`config.mk`:
```
export PLATFORM = sky130hd
export DESIGN_NAME = result_buffer
export DESIGN_NICKNAME = d
export VERILOG_FILES = /design/src/rtl/result_buffer.sv
export SDC_FILE = /design/constraint.sdc
export NUM_CORES = 1
export LEC_CHECK = 0
export ABC_CLOCK_PERIOD_IN_PS = 3400
export CAP_MARGIN = 20
export CORE_ASPECT_RATIO = 1.75
export CORE_MARGIN = 2
export CORE_UTILIZATION = 40
export CTS_CLUSTER_SIZE = 16
export DETAILED_ROUTE_END_ITERATION = 16
export HOLD_SLACK_MARGIN = 0.03
export PLACE_DENSITY = 0.62
export SETUP_SLACK_MARGIN = 0.2
export SKIP_LAST_GASP = 1
export SYNTH_ARGS = -nofsm -noshare
export SYNTH_HDL_FRONTEND = slang
export SYNTH_SLANG_ARGS = --single-unit
```
`constraint.sdc`:
```
create_clock -name clk -period 3.4 [get_ports clk]
set_clock_uncertainty 0.15 [all_clocks]
set_input_delay 0.68 -clock clk [delete_from_list [all_inputs] [get_ports clk]]
set_output_delay 0.68 -clock clk [all_outputs]
set_load 0.03 [all_outputs]
```
`src/rtl/result_buffer.sv`:
```
// Result buffer behind the adder stage. This is a small FIFO of {flag, result} entries
// with a running sum of the accepted results and a sticky drop (overflow) indication.
module result_buffer #(
    parameter int width = 20,
    parameter int depth = 4
) (
    input  logic                     clk,
    input  logic                     rstn,
    input  logic                     in_valid,
    input  logic [width-1:0]         in_result,
    input  logic                     in_flag,
    input  logic                     clr,
    input  logic                     out_ready,
    output logic                     out_valid,
    output logic [width-1:0]         out_result,
    output logic                     out_flag,
    output logic [$clog2(depth):0]   count,
    output logic                     full,
    output logic                     empty,
    output logic                     overflow,
    output logic [width+3:0]         acc
);

    localparam int aw = $clog2(depth);
    localparam logic [aw:0] full_cnt = depth[aw:0];

    logic [width:0]   mem [depth];
    logic [aw-1:0]    wr_ptr;
    logic [aw-1:0]    rd_ptr;
    logic             push;
    logic             pop;
    logic             drop;
    logic [width+3:0] in_ext;

    assign full   = (count == full_cnt);
    assign empty  = (count == '0);
    assign pop    = out_valid & out_ready;
    assign push   = in_valid & (~full | pop);
    assign drop   = in_valid & ~push;
    assign in_ext = {4'b0000, in_result};

    // Head comes only from storage and registered state, so nothing bypasses from in_* to out_*.
    assign out_valid  = ~empty;
    assign out_result = mem[rd_ptr][width-1:0];
    assign out_flag   = mem[rd_ptr][width];

    always_ff @(posedge clk) begin
        if (push) begin
            mem[wr_ptr] <= {in_flag, in_result};
        end
    end

    always_ff @(posedge clk) begin
        if (!rstn) begin
            wr_ptr   <= '0;
            rd_ptr   <= '0;
            count    <= '0;
            acc      <= '0;
            overflow <= 1'b0;
        end else begin
            if (push) begin
                wr_ptr <= wr_ptr + aw'(1);
            end
            if (pop) begin
                rd_ptr <= rd_ptr + aw'(1);
            end
            case ({push, pop})
                2'b10:   count <= count + (aw+1)'(1);
                2'b01:   count <= count - (aw+1)'(1);
                default: count <= count;
            endcase

            if (clr) begin
                acc <= push ? in_ext : '0;
            end else if (push) begin
                acc <= acc + in_ext;
            end

            // A drop in the same cycle as clr still leaves the sticky flag set.
            if (drop) begin
                overflow <= 1'b1;
            end else if (clr) begin
                overflow <= 1'b0;
            end
        end
    end

endmodule

```
# After elaboration in Yosys (flattened, before gate mapping)
# Memories as Yosys holds them, arrays and structs flattened. A register that Yosys moved wholly into a read port is not among the register bits.
# Cells that the tools add are included.
[word_totals] register_bits=32 latch_bits=0 mem_bits_rw=84 romBits=0 output_inout_bits=52 memories=1
[mem_list] memory="mem" depth=4 word_bits=21 read_ports=1 rd_clocked_by_memory_dff=1 write_ports=1 line_no="27" rtl="logic [width:0] mem [depth];"
[classes] n_addsub=5 n_mul=0 n_div=0 magnitude_cmp=0 n_eq_ne=3 n_shift=0 muxes=10 bitwise_logic=7 n_reduce_logical=4
[op_table] cell="two-way mux 24 bit" count=2
[op_table] cell="adder 24 x 20 -> 24 bit" count=1
[op_table] cell="two-way mux 20 bit" count=1
[op_table] cell="one-hot mux 3 bit (2 select lines)" count=1
[op_table] cell="nonzero test 2 bit" count=3
[op_table] cell="adder 2 x 1 -> 2 bit, second input constant" count=2
[op_table] cell="two-way mux 1 bit" count=4
[op_table] cell="two-way mux 2 bit" count=2
[op_table] cell="adder 3 x 1 -> 3 bit, second input constant" count=1
[op_table] cell="AND 1 bit" count=3
[op_table] cell="== test 3 bit, second input constant" count=1
[op_table] cell="zero test 3 bit" count=1
[op_table] cell="NOT 1 bit" count=3
[op_table] cell="subtractor 3 x 1 -> 3 bit, second input constant" count=1
[op_table] cell="== test 2 x 1 -> 1 bit, second input constant" count=1
[op_table] cell="== test 2 bit, second input constant" count=1
[op_table] cell="bitwise OR 1 bit" count=1

# Logic depth before layout (Yosys ltp)
[depth] ltp_word=8 ltp_mapped=10 ltp_nobuf=10

# Worst setup path after synthesis
# OpenSTA, ideal clock, no wires.
[synth_path] path_type="in2reg" startpoint="input in_valid" endpoint="memory mem[0][0] (netlist bit), enable pin" setup_time_ps=379 t_arrival_ps=2398 required_time_ps=2871 slack_ps=472 cell_stages=6 path_cell_list="clkbuf_1 nor2b_1 buf_2 buf_1 clkbuf_1 and2_1"
[synth_via] elab_chain_cells=3
[synth_lines] item="start: declaration" line_no="9" rtl="input logic in_valid,"
[synth_lines] item="AND 1 bit" line_no="38" rtl="assign push = in_valid & (~full | pop);"
[synth_lines] item="two-way mux 1 bit" line_no="48" rtl="if (push) begin"
[synth_lines] item="two-way mux 1 bit (implied by the code)" line_no="49" rtl="mem[wr_ptr] <= {in_flag, in_result};"
[synth_lines] item="end: declaration" line_no="27"
# Every way passes these cells.

==> run_results.csv <==
group,metric,value,unit
worst_hold_path,min_path_type,"flop to flop",
routing,route.met2.wl,7975,um
placement,gp_congestion,0.9520,
die,rows,58,
timing,final.min_clock_period,3.034,ns
power,power_leakage,2.814,nW
synthesis,avgSynthCellArea,12.41,um2
worst_setup_path,worst-setup-path-type,"flop to primary output",
routing,top_layer,"met4",
routing,wl_met1,5821,um
timing,max_slew_margin,61.36,%
grt,grt_pass1_vias,4294,
run,max-cap-violations,0,
routing,dr.first_iter.drc_count,299,
clock_tree,htreeDepth,4,
clock_tree,clk_latency,0.41,ns
finish,n_antenna_cell,0,
worst_setup_path,r2r_end,"acc[20]$_SDFFE_PN0P_",
grt,grt_pass1_wl,22970,um
synthesis,syn_nets,517,
power,ir_worst_vdd,0.3943,mV
timing,setup-violations-final,0,
clock_tree,clockRootBuffer,"clkbuf_16",
power,p_total,0.004739,W
clock_tree,cts_tree,"done",
timing,maxSlewViolCount,0,
worst_setup_path,cp.arrival,2.20,ns
die,die_x,94.81,um
routing,firstDrtPassIters,4,
worst_setup_path,crit_required,2.57,ns
power,powerDensity,616.0,nW/um2
timing,finalHoldViolCount,0,
synthesis,synth_ff_type,"edfxtp_1",
timing,finalSetupTns,0,ns
clock_tree,clkTransAtPathRegs,0.06,ns
grt,grt-ovfl-total,0,
grt,grt.total_usage,19.90,%
timing,clock.fmax,0.3295,GHz
clock_tree,clockBufferDepth,2,
worst_hold_path,min_from,"wr_ptr[1]$_SDFFE_PN0N_",
routing,wire_per_inst,18.65,um
die,chipHeight,162.9,um
worst_setup_path,r2r_setup_slack,0.75,ns
worst_setup_path,cp-endpoint,"out_result[18]",
clock_tree,cts.sinks,118,
synthesis,netlist-cell-type-count,67,
routing,drc,0,
synthesis,seq_area_frac_synth,55.50,%
timing,rsz0062_at_grt,"false",
synthesis,syn_inst,465,
die,die-area,15440,um2
placement,io_buffer_count,77,
worst_setup_path,crit_path_start_kind,"flop",
finish,final_cell_mix,"edfxtp_1, clkdlybuf4s50_1, buf_4, a21oi_1, nor2_1",
finish,area_growth,33.30,%
die,initial_core_util,40.58,%
finish,nets,643,
placement,dp.cells,752,
finish,instances_no_fill,784,
worst_setup_path,cp-end-kind,"primary output",
synthesis,yosysWarnings,0,
worst_setup_path,worstPathMaxFanout,21,
synthesis,synth.cell_area,5772,um2
grt,grt_max_degree,27,
finish,layout-drive-gt1-share,20.86,%
finish,layout.cells.most_common,"edfxtp_1",
run_status,outcome,"completed",
finish,final_core_util,54.09,%
routing,ant_nets,0,
timing,tightestPinTransition,0.5792,ns
synthesis,synth_edf_count,84,
routing,dr_wl_met3,446,um
synthesis,synthArstFlopShare,0,%
die,ioPinCount,78,
routing,viasPerCell,5.448,
routing,wl,14620,um
routing,vias,4271,
die,core,14220,um2
timing,whs,0.3631,ns
worst_setup_path,r2r-start,"acc[0]$_SDFFE_PN0P_",
grt,antenna_found_initial,0,
synthesis,ys_seq_elements,118,
clock_tree,numCtsBuffers,17,
worst_hold_path,holdPathStages,2,
worst_setup_path,reg2reg_depth,11,
placement,dp_hpwl,10720,um
clock_tree,cts_hold_buf,0,
timing,fin_crit_sh,89.25,%
-- critical path, stage by stage (launching register included) --
cell	delay [ns]
dfxtp_1	0.32
buf_6	0.28
mux4_2	0.56
clkdlybuf4s50_1	0.61
-- logic make-up (layout without fill, tap and decap cells) --
family | Yosys count | in the layout | share of synthesized area [%]
fa+ha+maj | 26 | 26 | 5.896
flops | 118 | 118 | 55.50
compound gates | 112 | 112 | 13.07
simple gates | 133 | 133 | 11.62
xor+xnor | 15 | 15 | 2.276
mux | 24 | 24 | 8.714
buf+inv | 37 | 176 | 2.926
-- power by group --
part           internal (W)  switching, W  leakage (nW)  total (W)
Sequential          0.00166     0.0000588          1.05    0.00172
Clock               0.00101      0.000665         0.263    0.00167
Combinational      0.000614      0.000738          1.50    0.00135
Total               0.00328       0.00146          2.81    0.00474
-- routing by layer --
layer  GRT usage (%)  up-vias
li1                -     2042
met1           22.89     2111
met2           35.78       99
met3           4.211       19
met4           7.115        0
met5               0        -
-- metrics by stage --
stage               area (um2)  setup WS [ns]
floorplan                 5772         0.4724
global placement          7126       0.003230
detailed placement        7126       -0.06568
CTS                       7682         0.2158
global route              7694         0.2336
finish                    7694         0.3655
-- cells in the mapped netlist (all sizes together) (4+ instances only) --
| cell | instances | area (um2) |
|---|---|---|
| nand3 | 10 | 55.05 |
| nand4 | 7 | 43.79 |
| a21oi | 39 | 198.9 |
| xnor2 | 7 | 61.31 |
| nand2 | 31 | 116.4 |
| mux4 | 21 | 473.0 |
| edfxtp | 84 | 2522 |
| o21a | 5 | 38.79 |
| nand2b | 7 | 43.79 |
| dfxtp | 34 | 680.7 |
| nor3 | 6 | 30.03 |
| a211oi | 9 | 67.56 |
| a31oi | 7 | 43.79 |
| and2 | 9 | 57.56 |
| or2 | 4 | 25.02 |
| clkbuf | 14 | 55.05 |
| nor2b | 8 | 50.05 |
| a21o | 5 | 38.79 |
| inv | 11 | 41.29 |
| buf | 9 | 41.29 |
| nor3b | 4 | 30.03 |
| o21ai | 11 | 55.05 |
| nor2 | 36 | 137.6 |
| a22oi | 4 | 30.03 |
| ha | 24 | 300.3 |
| xor2 | 8 | 70.07 |
-- sequential cells by signal, indices dropped and copies added (netlist names), named ones only --
register	count
mem	84
acc	24
wr_ptr	2
count	3
overflow	1
rd_ptr	2
-- layout make-up --
class,instances,area [um2]
Fill cell,1282,6530
Inverter,11,41.29
Clock inverter,15,131.4
Tap cell,180,225.2
Multi-Input combinational cell,310,2410
Timing Repair Buffer,133,1257
Sequential cell,118,3203
Clock buffer,17,425.4
-- worst min path at each step --
stage | end | slack, ns
after global routing | wr_ptr[1]$_SDFFE_PN0N_ | 0.37
after detailed placement | wr_ptr[1]$_SDFFE_PN0N_ | 0.34
after CTS | wr_ptr[1]$_SDFFE_PN0N_ | 0.35
after global placement | wr_ptr[1]$_SDFFE_PN0N_ | 0.33
after floorplan | wr_ptr[1]$_SDFFE_PN0N_ | 0.32
final | wr_ptr[1]$_SDFFE_PN0N_ | 0.36
-- what timing repair did --
action,CTS,global route
gates resized for setup,0,2
setup buffers,0,0
endpoints found under the setup margin,0,18
Power figures use the tool's default switching activity.
